## config.mk

```make
export PLATFORM = sky130hd
export DESIGN_NAME = bkp_uart_tx
export DESIGN_NICKNAME = d
export VERILOG_FILES = /design/src/rtl/bkp_pkg.sv /design/src/rtl/bkp_sync_fifo.sv /design/src/rtl/bkp_uart_tx.sv
export SDC_FILE = /design/constraint.sdc
export NUM_CORES = 1
export LEC_CHECK = 0
export ABC_AREA = 1
export CORE_MARGIN = 2
export CORE_UTILIZATION = 54
export CTS_BUF_LIST = sky130_fd_sc_hd__clkbuf_2 sky130_fd_sc_hd__clkbuf_4 sky130_fd_sc_hd__clkbuf_8
export DETAILED_ROUTE_END_ITERATION = 8
export PLACE_DENSITY = 0.69
export SLEW_MARGIN = 10
export SYNTH_ARGS = -nofsm -noshare
export SYNTH_HDL_FRONTEND = slang
export SYNTH_HIERARCHICAL = 1
export SYNTH_SLANG_ARGS = --single-unit
```

## constraint.sdc

```tcl
create_clock -name clk -period 3.15 [get_ports clk]
set_input_delay 0.7875 -clock clk [delete_from_list [all_inputs] [get_ports clk]]
set_output_delay 0.7875 -clock clk [all_outputs]
set_load 0.1 [all_outputs]
```

## src/rtl/bkp_pkg.sv

```systemverilog
// rtl/bkp_pkg.sv - shared FSM state type and constants for the bkp UART transmitter
package bkp_pkg;
  typedef enum logic [1:0] {ST_IDLE, ST_START, ST_DATA, ST_STOP} bkp_state_e;
  localparam int BKP_FRAME_BITS  = 10;
  localparam int BKP_DEF_CLK_DIV = 868;
endpackage

```

## src/rtl/bkp_sync_fifo.sv

```systemverilog
// rtl/bkp_sync_fifo.sv - synchronous word FIFO with registered read data and occupancy count
module bkp_sync_fifo #(
  parameter int WIDTH = 8,
  parameter int DEPTH = 4
) (
  input  logic                     clk,
  input  logic                     rst_n,
  input  logic                     wr_en,
  input  logic [WIDTH-1:0]         wr_data,
  input  logic                     rd_en,
  output logic [WIDTH-1:0]         rd_data,
  output logic [$clog2(DEPTH):0]   count
);
  localparam int AW = $clog2(DEPTH);

  logic [WIDTH-1:0] mem [DEPTH];
  logic [AW-1:0]    wr_ptr;
  logic [AW-1:0]    rd_ptr;

  always_ff @(posedge clk) begin
    if (!rst_n) begin
      wr_ptr  <= '0;
      rd_ptr  <= '0;
      count   <= '0;
      rd_data <= '0;
    end else begin
      if (wr_en) wr_ptr <= wr_ptr + 1'b1;
      if (rd_en) begin
        rd_ptr  <= rd_ptr + 1'b1;
        rd_data <= mem[rd_ptr];
      end
      count <= count + {{AW{1'b0}}, wr_en} - {{AW{1'b0}}, rd_en};
    end
  end

  // Storage needs no reset; occupancy is tracked by count alone.
  always_ff @(posedge clk) begin
    if (wr_en) mem[wr_ptr] <= wr_data;
  end
endmodule

```

## src/rtl/bkp_uart_tx.sv

```systemverilog
// rtl/bkp_uart_tx.sv - buffered 8N1 serialiser for MBKP words, lowest byte first
module bkp_uart_tx
  import bkp_pkg::*;
#(
  parameter int bkp_data_with = 8,
  parameter int CLK_DIV       = BKP_DEF_CLK_DIV,
  parameter int FIFO_DEPTH    = 4
) (
  input  logic                     clk,
  input  logic                     rst_n,
  input  logic                     Bkp_Ready_i,
  input  logic [bkp_data_with-1:0] Bkp_Data_i,
  output logic                     Bkp_Busy_o,
  output logic                     uart_tx_o,
  output logic                     tx_active_o,
  output logic                     overflow_o
);
  localparam int NB = bkp_data_with / 8;
  localparam int CW = $clog2(FIFO_DEPTH) + 1;
  localparam int BW = $clog2(CLK_DIV);
  localparam logic [CW-1:0] FULL      = CW'(FIFO_DEPTH);
  localparam logic [BW-1:0] BAUD_LAST = BW'(CLK_DIV - 1);
  localparam logic [1:0]    LAST_BYTE = 2'(NB - 1);

  logic [CW-1:0]            count;
  logic [bkp_data_with-1:0] rd_data;
  logic                     wr_en;
  logic                     pop;
  bkp_state_e               state;
  logic [BW-1:0]            baud_cnt;
  logic                     bit_end;
  logic [2:0]               bit_cnt;
  logic [1:0]               byte_idx;
  logic [bkp_data_with-1:0] word_reg;
  logic [7:0]               shift;
  logic                     load_pend;

  assign Bkp_Busy_o  = (count == FULL);
  assign wr_en       = Bkp_Ready_i && !Bkp_Busy_o;
  assign pop         = (state == ST_IDLE) && (count != '0);
  assign tx_active_o = (state != ST_IDLE);
  assign bit_end     = (baud_cnt == BAUD_LAST);

  bkp_sync_fifo #(.WIDTH(bkp_data_with), .DEPTH(FIFO_DEPTH)) u_fifo (
    .clk     (clk),
    .rst_n   (rst_n),
    .wr_en   (wr_en),
    .wr_data (Bkp_Data_i),
    .rd_en   (pop),
    .rd_data (rd_data),
    .count   (count)
  );

  always_ff @(posedge clk) begin
    if (!rst_n) begin
      state      <= ST_IDLE;
      baud_cnt   <= '0;
      bit_cnt    <= '0;
      byte_idx   <= '0;
      word_reg   <= '0;
      shift      <= '0;
      load_pend  <= 1'b0;
      uart_tx_o  <= 1'b1;
      overflow_o <= 1'b0;
    end else begin
      if (Bkp_Ready_i && Bkp_Busy_o) overflow_o <= 1'b1;

      // FIFO read data lands one cycle after the pop, during the first start-bit cycle.
      if (load_pend) begin
        word_reg  <= rd_data;
        shift     <= rd_data[7:0];
        load_pend <= 1'b0;
      end

      if (state != ST_IDLE) baud_cnt <= bit_end ? '0 : baud_cnt + 1'b1;

      case (state)
        ST_IDLE: begin
          if (count != '0) begin
            state     <= ST_START;
            uart_tx_o <= 1'b0;
            byte_idx  <= '0;
            load_pend <= 1'b1;
            baud_cnt  <= '0;
          end
        end
        ST_START: begin
          if (bit_end) begin
            state     <= ST_DATA;
            uart_tx_o <= shift[0];
            shift     <= shift >> 1;
            bit_cnt   <= '0;
          end
        end
        ST_DATA: begin
          if (bit_end) begin
            if (bit_cnt == 3'd7) begin
              state     <= ST_STOP;
              uart_tx_o <= 1'b1;
            end else begin
              bit_cnt   <= bit_cnt + 3'd1;
              uart_tx_o <= shift[0];
              shift     <= shift >> 1;
            end
          end
        end
        ST_STOP: begin
          if (bit_end) begin
            if (byte_idx != LAST_BYTE) begin
              byte_idx  <= byte_idx + 2'd1;
              shift     <= 8'(word_reg >> {byte_idx + 2'd1, 3'b000});
              uart_tx_o <= 1'b0;
              state     <= ST_START;
            end else begin
              state <= ST_IDLE;
            end
          end
        end
        default: state <= ST_IDLE;
      endcase
    end
  end
endmodule

```

==> implementation parameters <==
Parameter                              Value

Clocking
  Number of CTS-inserted buffers    9
  Post-CTS setup buffer count    0
  Clk sinks    83
  # resized after CTS    0
  Hold bufs inserted after CTS    0
  Clock input transition at the sequential cells of the worst setup and hold paths    0.09 ns
  Longest Clk Path Bufs    2
  CTS tree    yes
  Clk Latency, worst-skew pair    0.35 ns
  Root buffer selected by CTS    sky130_fd_sc_hd__clkbuf_8
  H-Tree Depth    3

Logic synthesis
  Count of yosys warnings during synthesis    6
  Post-synthesis instance total    543
  Largest family of logic cells by synthesized area    simple AND/OR/NAND/NOR gates
  #FFs+latches synth    83
  Most used DFF post-synth    sky130_fd_sc_hd__dfxtp_1
  Post-synthesis net count    569
  Proportion of synthesized chip area in sequential cells    47.4%
  Synth Area in Compound Gates    9.00%
  Share of async-settable or async-resettable flops after synthesis    0%
  Post-synthesis cell area    4180 um2
  Count of flip-flops with a built-in enable after synthesis    32
  Area share of fa/ha/maj cells after synthesis    4.67%
  Synth unique cells    37
  Post-Syn Area per Cell    7.70 um2
  Simple-gate area share of the yosys netlist    29.2%
  Mux share of post-synthesis cell area    0%
  Fraction of synthesized cell area in xor and xnor cells    0.209%

Floorplanning
  Number of top-level design ports    15
  Starting density of the core    55.0%
  Full die area    8470 um2
  Number of standard-cell rows in the floorplan    32
  DIE HEIGHT    92.0 um
  Horizontal die dimension    92.0 um
  Area of the core    7610 um2

Detailed routing
  DR vias/cell    5.12
  Number of optimization iterations in the first detailed-route pass    4
  Average routed wire per standard cell    12.7 um
  DRC viols    0
  Total wirelength of the detailed-routed design    8370 um
  Routed Antenna Nets    0
  Via count    3384
  DRC marker count from the first detailed-route iteration    149

Finish
  Fraction of layout cells with a size suffix above 1    8.23%
  Area occupied by multi-input gates    1810 um2
  Biggest regs    u_fifo/mem (32), baud_cnt (10)
  Area grow syn2layout    9.27%
  Post-route cell area    4570 um2
  Number of inserted filler cells in the final layout    690
  Final #Nets    580
  Number of antenna diodes    0
  Storage cell area    1980 um2
  Most flop-heavy register    u_fifo/mem
  Flip-flop count of the largest register, all copies and words added    32

Timing
  Unrepaired setup endpoints after global routing    no
  Total negative setup slack    0 ns
  Achievable Freq    389 MHz
  Share of the cycle needed by the critical path after routing    81.5%
  Max-Slew Margin vs Limit    56.2%
  Worst clock skew on the final layout    0.00681 ns
  Tightest Pin Transition    0.656 ns
  Setup-violating endpoint count in the final report    0
  Max Transition Viols Final    0
  Crit path time final    2.57 ns
  Worst setup margin    0.582 ns
  Final Hold Violating Endpoints    0

Setup path
  Worst-case register-to-register setup slack    0.88 ns
  CP max stage delay    0.47 ns
  Number of buffers and inverters on the critical path    4
  Category of cells accounting for the largest share of critical-path delay    adder cells
  Worst path arrival time    2.84 ns
  Cell repeated most along the worst path    sky130_fd_sc_hd__inv_1
  Critical path's slowest cell    sky130_fd_sc_hd__clkdlybuf4s50_1
  Critical Path, Cell by Cell    clkdlybuf4s50_1 > inv_1 > nor2_1 > inv_1 > ha_1 > inv_1 > ha_1 > fa_1 > nand3b_1 > a21boi_0
  Critical Path Source Type    input pin
  Required arrival time at the worst endpoint    3.42 ns
  Critical path start-end classification    in -> reg
  Crit Path Max Fanout    5
  Worst Setup End Kind    register

Power
  Power density over the cells    833 nW/um2
  Maximum vdd ir drop    0.000357 V
  Leakage power    2.02 nW

Global route
  Antenna violations before repair    0
  Grt total ovfl    0
  GRT Resource Usage Total    20.7%
  Largest net degree at the start of global routing    40
  Number of global-route vias before repair    3139
  Wire length of the first global-routing pass    14100 um

Placement
  Final Wtd Congestion    0.806
  Detailed-placement wirelength estimate    5620 um
  Total of buffers placed on input and output ports    14
  Worst slack after detailed placement    0.210 ns
  Placed Instance Area    4350 um2

Min path
  Worst min-delay path class    reg -> reg

Run status
  Result of the run    finished, final reports clean

Flow run
  Count of maximum capacitance violations    0
## placed cells by master, fill, tap and decap left out, drive strengths merged
| cell type | count |
|---|---|
| nand3b | 3 |
| a21oi | 28 |
| fa | 1 |
| clkinv | 4 |
| buf | 8 |
| xor2 | 1 |
| nand2 | 166 |
| a22oi | 1 |
| nand3 | 51 |
| nor2 | 54 |
| o21ai | 36 |
| bufinv | 2 |
| clkdlybuf4s50 | 10 |
| a21boi | 1 |
| clkbuf | 9 |
| or2 | 2 |
| and3 | 1 |
| clkinvlp | 1 |
| a211oi | 1 |
| ha | 14 |
| o21bai | 1 |
| o211ai | 1 |
| inv | 69 |
| dfxtp | 51 |
| nor3 | 4 |
| edfxtp | 32 |
| nand4 | 7 |
## metrics by stage
step | cells | util, % | total power, mW | hold WS, ns
after floorplan | 543 | - | 2.68 | 0.440
after global placement | 645 | 57.2 | 2.92 | 0.438
after detailed placement | 645 | 57.2 | 2.97 | 0.444
after CTS | 661 | 60.1 | 3.83 | 0.459
after global routing | 661 | 60.1 | 4.11 | 0.498
final | 661 | 60.1 | 3.81 | 0.459
## area by class of cell
type	count	share of cell area [%]
clock buffer	9	2.71
clock inverter	7	2.16
inverter	69	5.67
multi-input combinational	373	39.5
sequential	83	43.4
tap	102	2.79
timing repair buffer	18	3.78
## synth_stat cells, types with 2 or more instances
library cell / instances / share of area [%]
sky130_fd_sc_hd__dfxtp_1: 51 / 24
sky130_fd_sc_hd__nor3_1: 4 / 0.48
sky130_fd_sc_hd__nor2_1: 50 / 4.5
sky130_fd_sc_hd__buf_2: 5 / 0.60
sky130_fd_sc_hd__nand3_1: 49 / 5.9
sky130_fd_sc_hd__nand2_2: 4 / 0.60
sky130_fd_sc_hd__inv_1: 62 / 5.6
sky130_fd_sc_hd__buf_4: 5 / 0.90
sky130_fd_sc_hd__o21ai_1: 3 / 0.36
sky130_fd_sc_hd__o21ai_0: 33 / 3.9
sky130_fd_sc_hd__ha_1: 14 / 4.2
sky130_fd_sc_hd__clkinv_1: 2 / 0.18
sky130_fd_sc_hd__nor2_2: 3 / 0.45
sky130_fd_sc_hd__a21oi_1: 23 / 2.8
sky130_fd_sc_hd__nand4_1: 7 / 1.0
sky130_fd_sc_hd__inv_2: 5 / 0.45
sky130_fd_sc_hd__nand3b_1: 3 / 0.54
sky130_fd_sc_hd__a21oi_2: 5 / 1.0
sky130_fd_sc_hd__buf_6: 4 / 1.1
sky130_fd_sc_hd__nand2_1: 162 / 15
sky130_fd_sc_hd__edfxtp_1: 32 / 23
sky130_fd_sc_hd__nand3_2: 2 / 0.48
## cell families after synthesis
logic type / count (synthesis)
simple gates: 288
fa+ha+maj: 15
compound gates: 69
flops: 83
xor+xnor: 1
buf+inv: 87
## report_power, final
group	internal (mW)	switching (mW)
clock network	0.452	0.398
logic	0.481	1.00
registers	1.32	0.152
## worst reg2reg max path, delay by kind of cell, from the launching register on
kind | cells | cell delay, ns
compound gates | 1 | 0.21
buf+inv | 3 | 0.24
fa+ha+maj | 4 | 1.10
simple gates | 2 | 0.23
flops | 1 | 0.43
## routing by layer
layer	GRT usage (%)	share of wire [%]	up-vias
met5	0	0	-
met1	26.2	46	1521
met4	7.09	1.3	0
li1	-	-	1768
met2	34.9	48	82
met3	4.52	4.9	13
## path summary, 6_finish.rpt
check,cells past startpoint,endpoint,from
worst min-delay path,2,overflow_o,overflow_o
worst max register to register,10,u_fifo/count[2],state[0]
worst min register to register,2,overflow_o,overflow_o
worst max-delay path,10,u_fifo/count[2],Bkp_Ready_i
Power figures use the tool's default switching activity.
